## config.mk

```make
export PLATFORM = sky130hd
export DESIGN_NAME = ram_port_arbiter
export DESIGN_NICKNAME = d
export VERILOG_FILES = /design/src/rtl/ram_arb_pkg.sv /design/src/rtl/ram_port_arbiter_rr_pick.sv /design/src/rtl/ram_port_arbiter.sv
export SDC_FILE = /design/constraint.sdc
export NUM_CORES = 1
export LEC_CHECK = 0
export ABC_AREA = 1
export CAP_MARGIN = 20
export CORE_MARGIN = 2
export CORE_UTILIZATION = 40
export DETAILED_ROUTE_END_ITERATION = 8
export PLACE_DENSITY = 0.67
export SYNTH_ARGS = -nofsm -noshare
export SYNTH_HDL_FRONTEND = slang
export SYNTH_SLANG_ARGS = --single-unit
```

## constraint.sdc

```tcl
create_clock -name clk_i -period 11.8 [get_ports clk_i]
set_clock_uncertainty 0.15 [all_clocks]
set_input_delay 1.18 -clock clk_i [delete_from_list [all_inputs] [get_ports clk_i]]
set_output_delay 1.18 -clock clk_i [all_outputs]
set_load 0.005 [all_outputs]
```

## src/rtl/ram_arb_pkg.sv

```systemverilog
// ram_arb_pkg: shared state encoding, RAM defaults and burst-counter sizing for the RAM port arbiter
package ram_arb_pkg;
  typedef enum logic {IDLE = 1'b0, OWN = 1'b1} arb_state_e;
  localparam int AW_DEF    = 17;
  localparam int DW_DEF    = 8;
  localparam int RAM_DEPTH = 76800;
  localparam int PERF_W    = 16;
  function automatic int bcnt_width(input int max_burst);
    return $clog2(max_burst + 1);
  endfunction
endpackage

```

## src/rtl/ram_port_arbiter_rr_pick.sv

```systemverilog
// rr_pick: combinational round-robin one-hot selector, lowest distance from the pointer wins
module rr_pick #(
  parameter int N  = 3,
  parameter int PW = 2
) (
  input  logic [N-1:0]  req_i,
  input  logic [PW-1:0] ptr_i,
  output logic [N-1:0]  pick_o
);
  int w_best;
  int w_off;
  // pick the requester closest to the pointer, searching upward with wrap
  always_comb begin
    pick_o = '0;
    w_best = N;
    w_off  = 0;
    for (int i = 0; i < N; i++) begin
      w_off = (i - int'(ptr_i) + N) % N;
      if (req_i[i] && w_off < w_best) begin
        w_best    = w_off;
        pick_o    = '0;
        pick_o[i] = 1'b1;
      end
    end
  end
endmodule

```

## src/rtl/ram_port_arbiter.sv

```systemverilog
// ram_port_arbiter: burst-locked round-robin sharing of one single-port RAM; RAM_ARB_PERF_EN adds per-requester access counters
module ram_port_arbiter
  import ram_arb_pkg::*;
#(
  parameter int NREQ      = 3,
  parameter int AW        = AW_DEF,
  parameter int DW        = DW_DEF,
  parameter int MAX_BURST = 16
) (
  input  logic               clk_i,
  input  logic               rstn_i,
  input  logic [NREQ-1:0]    req_i,
  input  logic [NREQ-1:0]    we_i,
  input  logic [NREQ-1:0]    last_i,
  input  logic [NREQ*AW-1:0] addr_i,
  input  logic [NREQ*DW-1:0] wdata_i,
  output logic [NREQ-1:0]    gnt_o,
  output logic [NREQ-1:0]    rvalid_o,
  output logic [DW-1:0]      rdata_o,
  output logic               ram_en_o,
  output logic               ram_we_o,
  output logic [AW-1:0]      ram_addr_o,
  output logic [DW-1:0]      ram_wdata_o,
  input  logic [DW-1:0]      ram_rdata_i
`ifdef RAM_ARB_PERF_EN
  ,
  output logic [NREQ*PERF_W-1:0] perf_gnt_cnt_o
`endif
);
  localparam int PW = $clog2(NREQ);
  localparam int BW = bcnt_width(MAX_BURST);
  arb_state_e       r_state;
  logic [NREQ-1:0]  r_gnt;
  logic [NREQ-1:0]  r_rvalid;
  logic [PW-1:0]    r_ptr;
  logic [BW-1:0]    r_bcnt;
  logic [NREQ-1:0]  w_pick;
  logic [PW-1:0]    w_gidx;
  logic             w_acc;
  logic             w_we;
  logic             w_rel;
  rr_pick #(.N(NREQ), .PW(PW)) u_pick (
    .req_i (req_i),
    .ptr_i (r_ptr),
    .pick_o(w_pick)
  );
  assign w_acc       = |(r_gnt & req_i);
  assign w_we        = |(r_gnt & we_i);
  assign w_rel       = !w_acc || |(r_gnt & last_i) || r_bcnt == BW'(MAX_BURST - 1);
  assign ram_en_o    = w_acc;
  assign ram_we_o    = w_acc & w_we;
  assign gnt_o       = r_gnt;
  assign rvalid_o    = r_rvalid;
  assign rdata_o     = ram_rdata_i;
  // owner index and RAM address/data mux, zero unless an access is accepted
  always_comb begin
    w_gidx      = '0;
    ram_addr_o  = '0;
    ram_wdata_o = '0;
    for (int i = 0; i < NREQ; i++) begin
      if (r_gnt[i]) w_gidx = PW'(i);
      if (r_gnt[i] && req_i[i]) begin
        ram_addr_o  = addr_i[i*AW +: AW];
        ram_wdata_o = wdata_i[i*DW +: DW];
      end
    end
  end
  // grant FSM: pick in IDLE, hold in OWN until last, burst limit or dropped request
  always_ff @(posedge clk_i or negedge rstn_i)
    if (!rstn_i) begin
      r_state <= IDLE;
      r_gnt   <= '0;
      r_ptr   <= '0;
      r_bcnt  <= '0;
    end else if (r_state == IDLE) begin
      if (|req_i) begin
        r_gnt   <= w_pick;
        r_state <= OWN;
      end
    end else if (w_rel) begin
      r_gnt   <= '0;
      r_ptr   <= PW'((int'(w_gidx) + 1) % NREQ);
      r_bcnt  <= '0;
      r_state <= IDLE;
    end else
      r_bcnt <= r_bcnt + BW'(1);
  // read-return strobe to the requester whose read was accepted last cycle
  always_ff @(posedge clk_i or negedge rstn_i)
    if (!rstn_i) r_rvalid <= '0;
    else r_rvalid <= (w_acc && !w_we) ? r_gnt : '0;
`ifdef RAM_ARB_PERF_EN
  logic [NREQ-1:0][PERF_W-1:0] r_perf;
  assign perf_gnt_cnt_o = r_perf;
  // saturating count of accepted accesses per requester
  always_ff @(posedge clk_i or negedge rstn_i)
    if (!rstn_i) r_perf <= '0;
    else
      for (int i = 0; i < NREQ; i++)
        if (r_gnt[i] && req_i[i] && !(&r_perf[i])) r_perf[i] <= r_perf[i] + PERF_W'(1);
`endif
endmodule

```

Yosys cells after proc, flatten, opt, wreduce, memory -nomap -nowiden
Cells that the tools add are included.
{"block": "op_classes", "muxes": 21, "div_mod_pow": 4, "n_bitwise": 4, "n_mul": 0, "addsub": 8, "shift": 0, "reduce_logical": 18, "eq_ne": 2, "magnitude_cmp": 3}
{"cell": "remainder unit 32 x 3 -> 32 bit, second input constant", "n": 4}
{"cell": "adder 32 x 3 -> 32 bit, second input constant", "n": 3}
{"cell": "less-than comparator 32 bit", "n": 2}
{"cell": "2-to-1 mux 32 bit", "n": 2}
{"cell": "2-to-1 mux 17 bit", "n": 3}
{"cell": "less-than comparator 32 x 3 -> 1 bit, second input constant", "n": 1}
{"cell": "2-to-1 mux 8 bit", "n": 3}
{"cell": "2-to-1 mux 3 bit", "n": 5}
{"cell": "OR reduction 3 bit", "n": 4}
{"cell": "bitwise AND 3 bit", "n": 3}
{"cell": "logical AND 1 bit", "n": 7}
{"cell": "subtractor 1 x 2 -> 3 bit, first input constant", "n": 2}
{"cell": "adder 5 x 1 -> 5 bit, second input constant", "n": 1}
{"cell": "== test 5 x 4 -> 1 bit, second input constant", "n": 1}
{"cell": "2-to-1 mux 1 bit", "n": 5}
{"cell": "2-to-1 mux 5 bit", "n": 1}
{"cell": "2-to-1 mux 2 bit", "n": 2}
{"cell": "AND reduction 2 bit", "n": 2}
{"cell": "adder 2 x 1 -> 3 bit, second input constant", "n": 1}
{"cell": "subtractor 2 x 2 -> 3 bit, first input constant", "n": 1}
{"cell": "logical NOT 1 bit", "n": 2}
{"cell": "logical OR 1 bit", "n": 2}
{"cell": "inequality test 2 x 1 -> 1 bit, second input constant", "n": 1}
{"cell": "nonzero test 2 bit", "n": 1}
{"cell": "bitwise AND 1 bit", "n": 1}
{"block": "totals", "memories": 0, "register_bits": 14, "mem_bits_rw": 0, "inputBits": 94, "latchBits": 0, "rom_bits": 0, "out_inout_bits": 41, "wordCells": 65}

Longest topological paths before layout
{"block": "logic_depth", "word_depth": 14, "mapped_depth": 105, "depth_no_buf": 104}

Worst setup path after synthesis
No wires, ideal clock.
{"block": "synth_timing", "path_kind": "reg-to-reg", "startpoint": "reg r_ptr[0]", "endpoint": "reg r_gnt[0] (netlist: gnt_o[0])", "t_required_ps": 11568, "path_slack_ps": 1901, "arrival_time_ps": 9667, "path_stages_with_launch": 92, "setup_time_ps": 82, "period_less_slack_ps": 9899, "n_path_buf": 2, "path_cell_list": "dfrtp_1 ha_1 buf_2 inv_1 ha_1 inv_1 nor4_1 inv_1 nor2_1 inv_1 nor3_1 ha_1 inv_1 nand2_1 nand2_1 nand2_1 nand2_1 nand3_1 [56 not listed] ha_1 inv_1 nand4_1 nand2_1 nand2_2 buf_6 a21oi_2 ha_1 a21oi_1 o21ai_0 a221oi_1 o211ai_1 nand4_1 nand2_1 or2_2 nand3_1 nand4_1 o22ai_1"}
{"block": "synth_between", "elab_chain_cells": 14, "elab_cells_between_ends": 22, "classes_between": "add/sub (6); div (3); order compare (3); mux (7); reduce/logical (3)"}
{"item": "from (decl)", "line_no": "ram_port_arbiter.sv:35", "rtl": "logic [PW-1:0] r_ptr;"}
{"item": "from (signal assigned)", "line_no": "ram_port_arbiter.sv:82", "rtl": "r_ptr <= PW'((int'(w_gidx) + 1) % NREQ);"}
{"item": "subtractor 1 x 2 -> 3 bit", "line_no": "ram_port_arbiter_rr_pick.sv:18", "rtl": "w_off = (i - int'(ptr_i) + N) % N;"}
{"item": "adder 32 x 3 -> 32 bit", "line_no": "ram_port_arbiter_rr_pick.sv:18"}
{"item": "remainder unit 32 x 3 -> 32 bit", "line_no": "ram_port_arbiter_rr_pick.sv:18"}
{"item": "less-than comparator 32 x 3 -> 1 bit", "line_no": "ram_port_arbiter_rr_pick.sv:19", "rtl": "if (req_i[i] && w_off < w_best) begin"}
{"item": "logical AND 1 bit", "line_no": "ram_port_arbiter_rr_pick.sv:19"}
{"item": "2-to-1 mux 32 bit", "line_no": "ram_port_arbiter_rr_pick.sv:19"}
{"item": "less-than comparator 32 bit", "line_no": "ram_port_arbiter_rr_pick.sv:19"}
{"item": "logical AND 1 bit", "line_no": "ram_port_arbiter_rr_pick.sv:19"}
{"item": "2-to-1 mux 32 bit", "line_no": "ram_port_arbiter_rr_pick.sv:19"}
{"item": "less-than comparator 32 bit", "line_no": "ram_port_arbiter_rr_pick.sv:19"}
{"item": "logical AND 1 bit", "line_no": "ram_port_arbiter_rr_pick.sv:19"}
{"item": "2-to-1 mux 3 bit *", "line_no": "ram_port_arbiter_rr_pick.sv:19"}
{"item": "2-to-1 mux 3 bit *", "line_no": "ram_port_arbiter.sv:76", "rtl": "if (|req_i) begin"}
{"item": "2-to-1 mux 3 bit *", "line_no": "ram_port_arbiter.sv:75", "rtl": "end else if (r_state == IDLE) begin"}
{"item": "to (signal assigned)", "line_no": "ram_port_arbiter.sv:77", "rtl": "r_gnt <= w_pick;"}
{"item": "to (decl)", "line_no": "ram_port_arbiter.sv:33", "rtl": "logic [NREQ-1:0] r_gnt;"}
Mark *: on every way between the ends. The rest lies on a longest branch, timed or not. The select of a mux whose other input is x is not followed.
A chain may end at the register's enable or synchronous reset.

Worst setup path after layout
Same ends and word-level chain as after synthesis.

==> impl_results.md <==
* Detailed Route Iter0 Violations at 426
* Fill cell count at 1432
* Total Routing Usage GR at 0.211
* Multi-input logic area at 0.00478 mm^2
* Synth top area share at 0.205
* Row count at 43
* Routing usage on met1 at 0.310
* Nets at 1215
* Average routed wire per standard cell at 13.8 um
* Number of antenna violations at the first check in global routing at 0
* Required time of the critical path at 11810 ps
* Setup violators final at 0
* Global-route met3 utilization at 0.0154
* CTS tree: done
* Peak Freq at 94.0 MHz
* Ys async rst share at 1.00
* Vias post-DR at 6343
* Layout cells sized above 1 at 0.112
* Tightest Pin Transition at 1050 ps
* Post-route ant nets at 0
* Via density at 5.25
* DRC at 0
* Worst EP arrival at 10650 ps
* Total Wirelength at 16600 um
* Final Critical Period at 10640 ps
* CTS sink cnt at 14
* Count of input and output buffers at 118
* Die height at 122 um
* Commonest non-fill, non-tap cell in the layout: nand2_1
* EDFF count, synth at 0
* Final Hold Vio Count at 0
* Most used cell, CP: nand2_1
* Flip-flop and latch area at 353 um^2
* Worst-Skew Late Latency at 240 ps
* Avg Cell Area, Syn at 5.91 um^2
* Status: completed
* Die X at 122 um
* CP max stage cell: dfrtp_2
* Placed cell area at 0.00676 mm^2
* Fin area at 0.00711 mm^2
* Routability cong. at 0.870
* Yosys warnings at 0
* Vias in the first global route at 5461
* CP max stage delay at 440 ps
* Clk slew on worst S/H paths at 50 ps
* Cell variety after synth at 46
* Syn Std Cell Area at 0.00556 mm^2
* Post-Syn Nets at 1125
* Placed instance count at 1192
* CP Launch Type: register
* Core area at 0.0137 mm^2
* Sum Neg Setup Slack at 0 ps
* Initial Util at 0.405
* Yosys top cell by area: ha_1
* Drt pass-1 iters at 5
* DIE AREA at 0.0149 mm^2
* CP Capture Type: register
* Global routing's busiest layer: met2
* GR Util met2 at 0.341
* DP HPWL at 13000 um
* Global-route wire length before repair at 26200 um
* Total CTS buffers at 3
* Syn Inst Count at 940
* Largest net degree at the start of global routing at 52
* WS Path Type: register to register
* Seq cells post-synth at 14
* Worst-case clock buffer depth at 2
* Prevailing post-synth register cell: dfrtp_1
* Main area contributors after synthesis: ha_1, nand2_1, nand3_1
* Hold Buf Count CTS at 0
* Layout Cells excl Fill at 1208
* Gr ovfl total at 0
* CTS root buf: clkbuf_16
* Crit path max fanout at 7
* Most frequent cells in the layout: nand2_1, clkdlybuf4s50_1, nand3_1
* CTS H-tree depth at 1
* Fin crit share at 0.901
* HP Class: register to register
* Max-cap viol count at 0
* Post-synthesis sequential area ratio at 0.0630
* ANT cells at 0
* Num ports at 135
* Synthesis-to-finish area growth at 27.9%
* Fin. max-slew vios at 0
* Slew headroom at 0.298
-- worst max-delay path: cells and delay by family, from the launching register on --
kind / cells / cell delay (ps)
AND/OR/NAND/NOR: 53 / 4960
buffers and inverters: 12 / 1070
flip-flops: 1 / 440
adder cells (fa/ha/maj): 5 / 1250
AO/OA/AOI/OAI: 22 / 2680
-- cell type report --
class / instances / share of cell area
Clock buffer: 3 / 0.0106
Inverter: 89 / 0.0488
Multi-Input combinational cell: 785 / 0.673
Sequential cell: 14 / 0.0496
Tap cell: 180 / 0.0317
Timing Repair Buffer: 137 / 0.186
-- routing by layer --
metal	vias to the layer above	part of all wire
li1	3372	-
met1	2848	0.49
met2	109	0.46
met3	14	0.034
met4	0	0.017
met5	-	0
-- per-stage QoR --
stage	worst slack (ps)	util	hold slack (ps)
final	1160	0.518	372
after global routing	-235	0.518	385
after CTS	517	0.498	365
after detailed placement	549	0.492	353
after global placement	863	0.492	354
after floorplan	1900	-	325
-- synth_stat cells (all sizes together) (3+ instances only) --
cell type and n:
clkinv 3, a31oi 29, o211ai 9, xor2 15, and3 3, nor3 12
nand4 25, a211oi 3, inv 86, dfrtp 14, nand2 263, clkbuf 25
nand3 91, nor2 78, a21oi 68, o22ai 3, xnor2 3, o21ai 75
buf 26, ha 91
-- registers in the layout, indices dropped and copies added (netlist names) --
name	cells
r_ptr	2
r_state	1
gnt_o	3
r_bcnt	5
rvalid_o	3
-- final timing paths --
kind | from | end | slack (ps) | cells after the start
max in group asynchronous | rstn_i | r_ptr[0] | 9810 | 1
worst min-delay path | r_bcnt[1] | r_bcnt[1] | 370 | 2
worst min register to register | r_bcnt[1] | r_bcnt[1] | 370 | 2
worst max register to register | r_ptr[0] | gnt_o[0] | 1160 | 92
min in group asynchronous | rstn_i | r_bcnt[1] | 1210 | 1
worst max-delay path | r_ptr[0] | gnt_o[0] | 1160 | 92
-- timing repair --
action	CTS	global route
hold endpoints to repair	0	0
gates resized for setup	0	40
setup buffers	0	13
endpoints found under the setup margin	0	3
-- kinds of logic (layout without fill, tap and decap cells) --
| kind of cell | count (synthesis) | after routing | synth area share |
|---|---|---|---|
| and+or+nand+nor | 477 | 477 | 0.377 |
| AOI/OAI and AO/OA | 199 | 199 | 0.218 |
| buffers and inverters | 141 | 229 | 0.109 |
| adders and majority gates | 91 | 91 | 0.205 |
| xor gates and xnor gates | 18 | 18 | 0.0284 |
| DFF | 14 | 14 | 0.0630 |
Power is not shown: default switching activity piles up to over one toggle a cycle in this logic, so the estimate is an artifact.
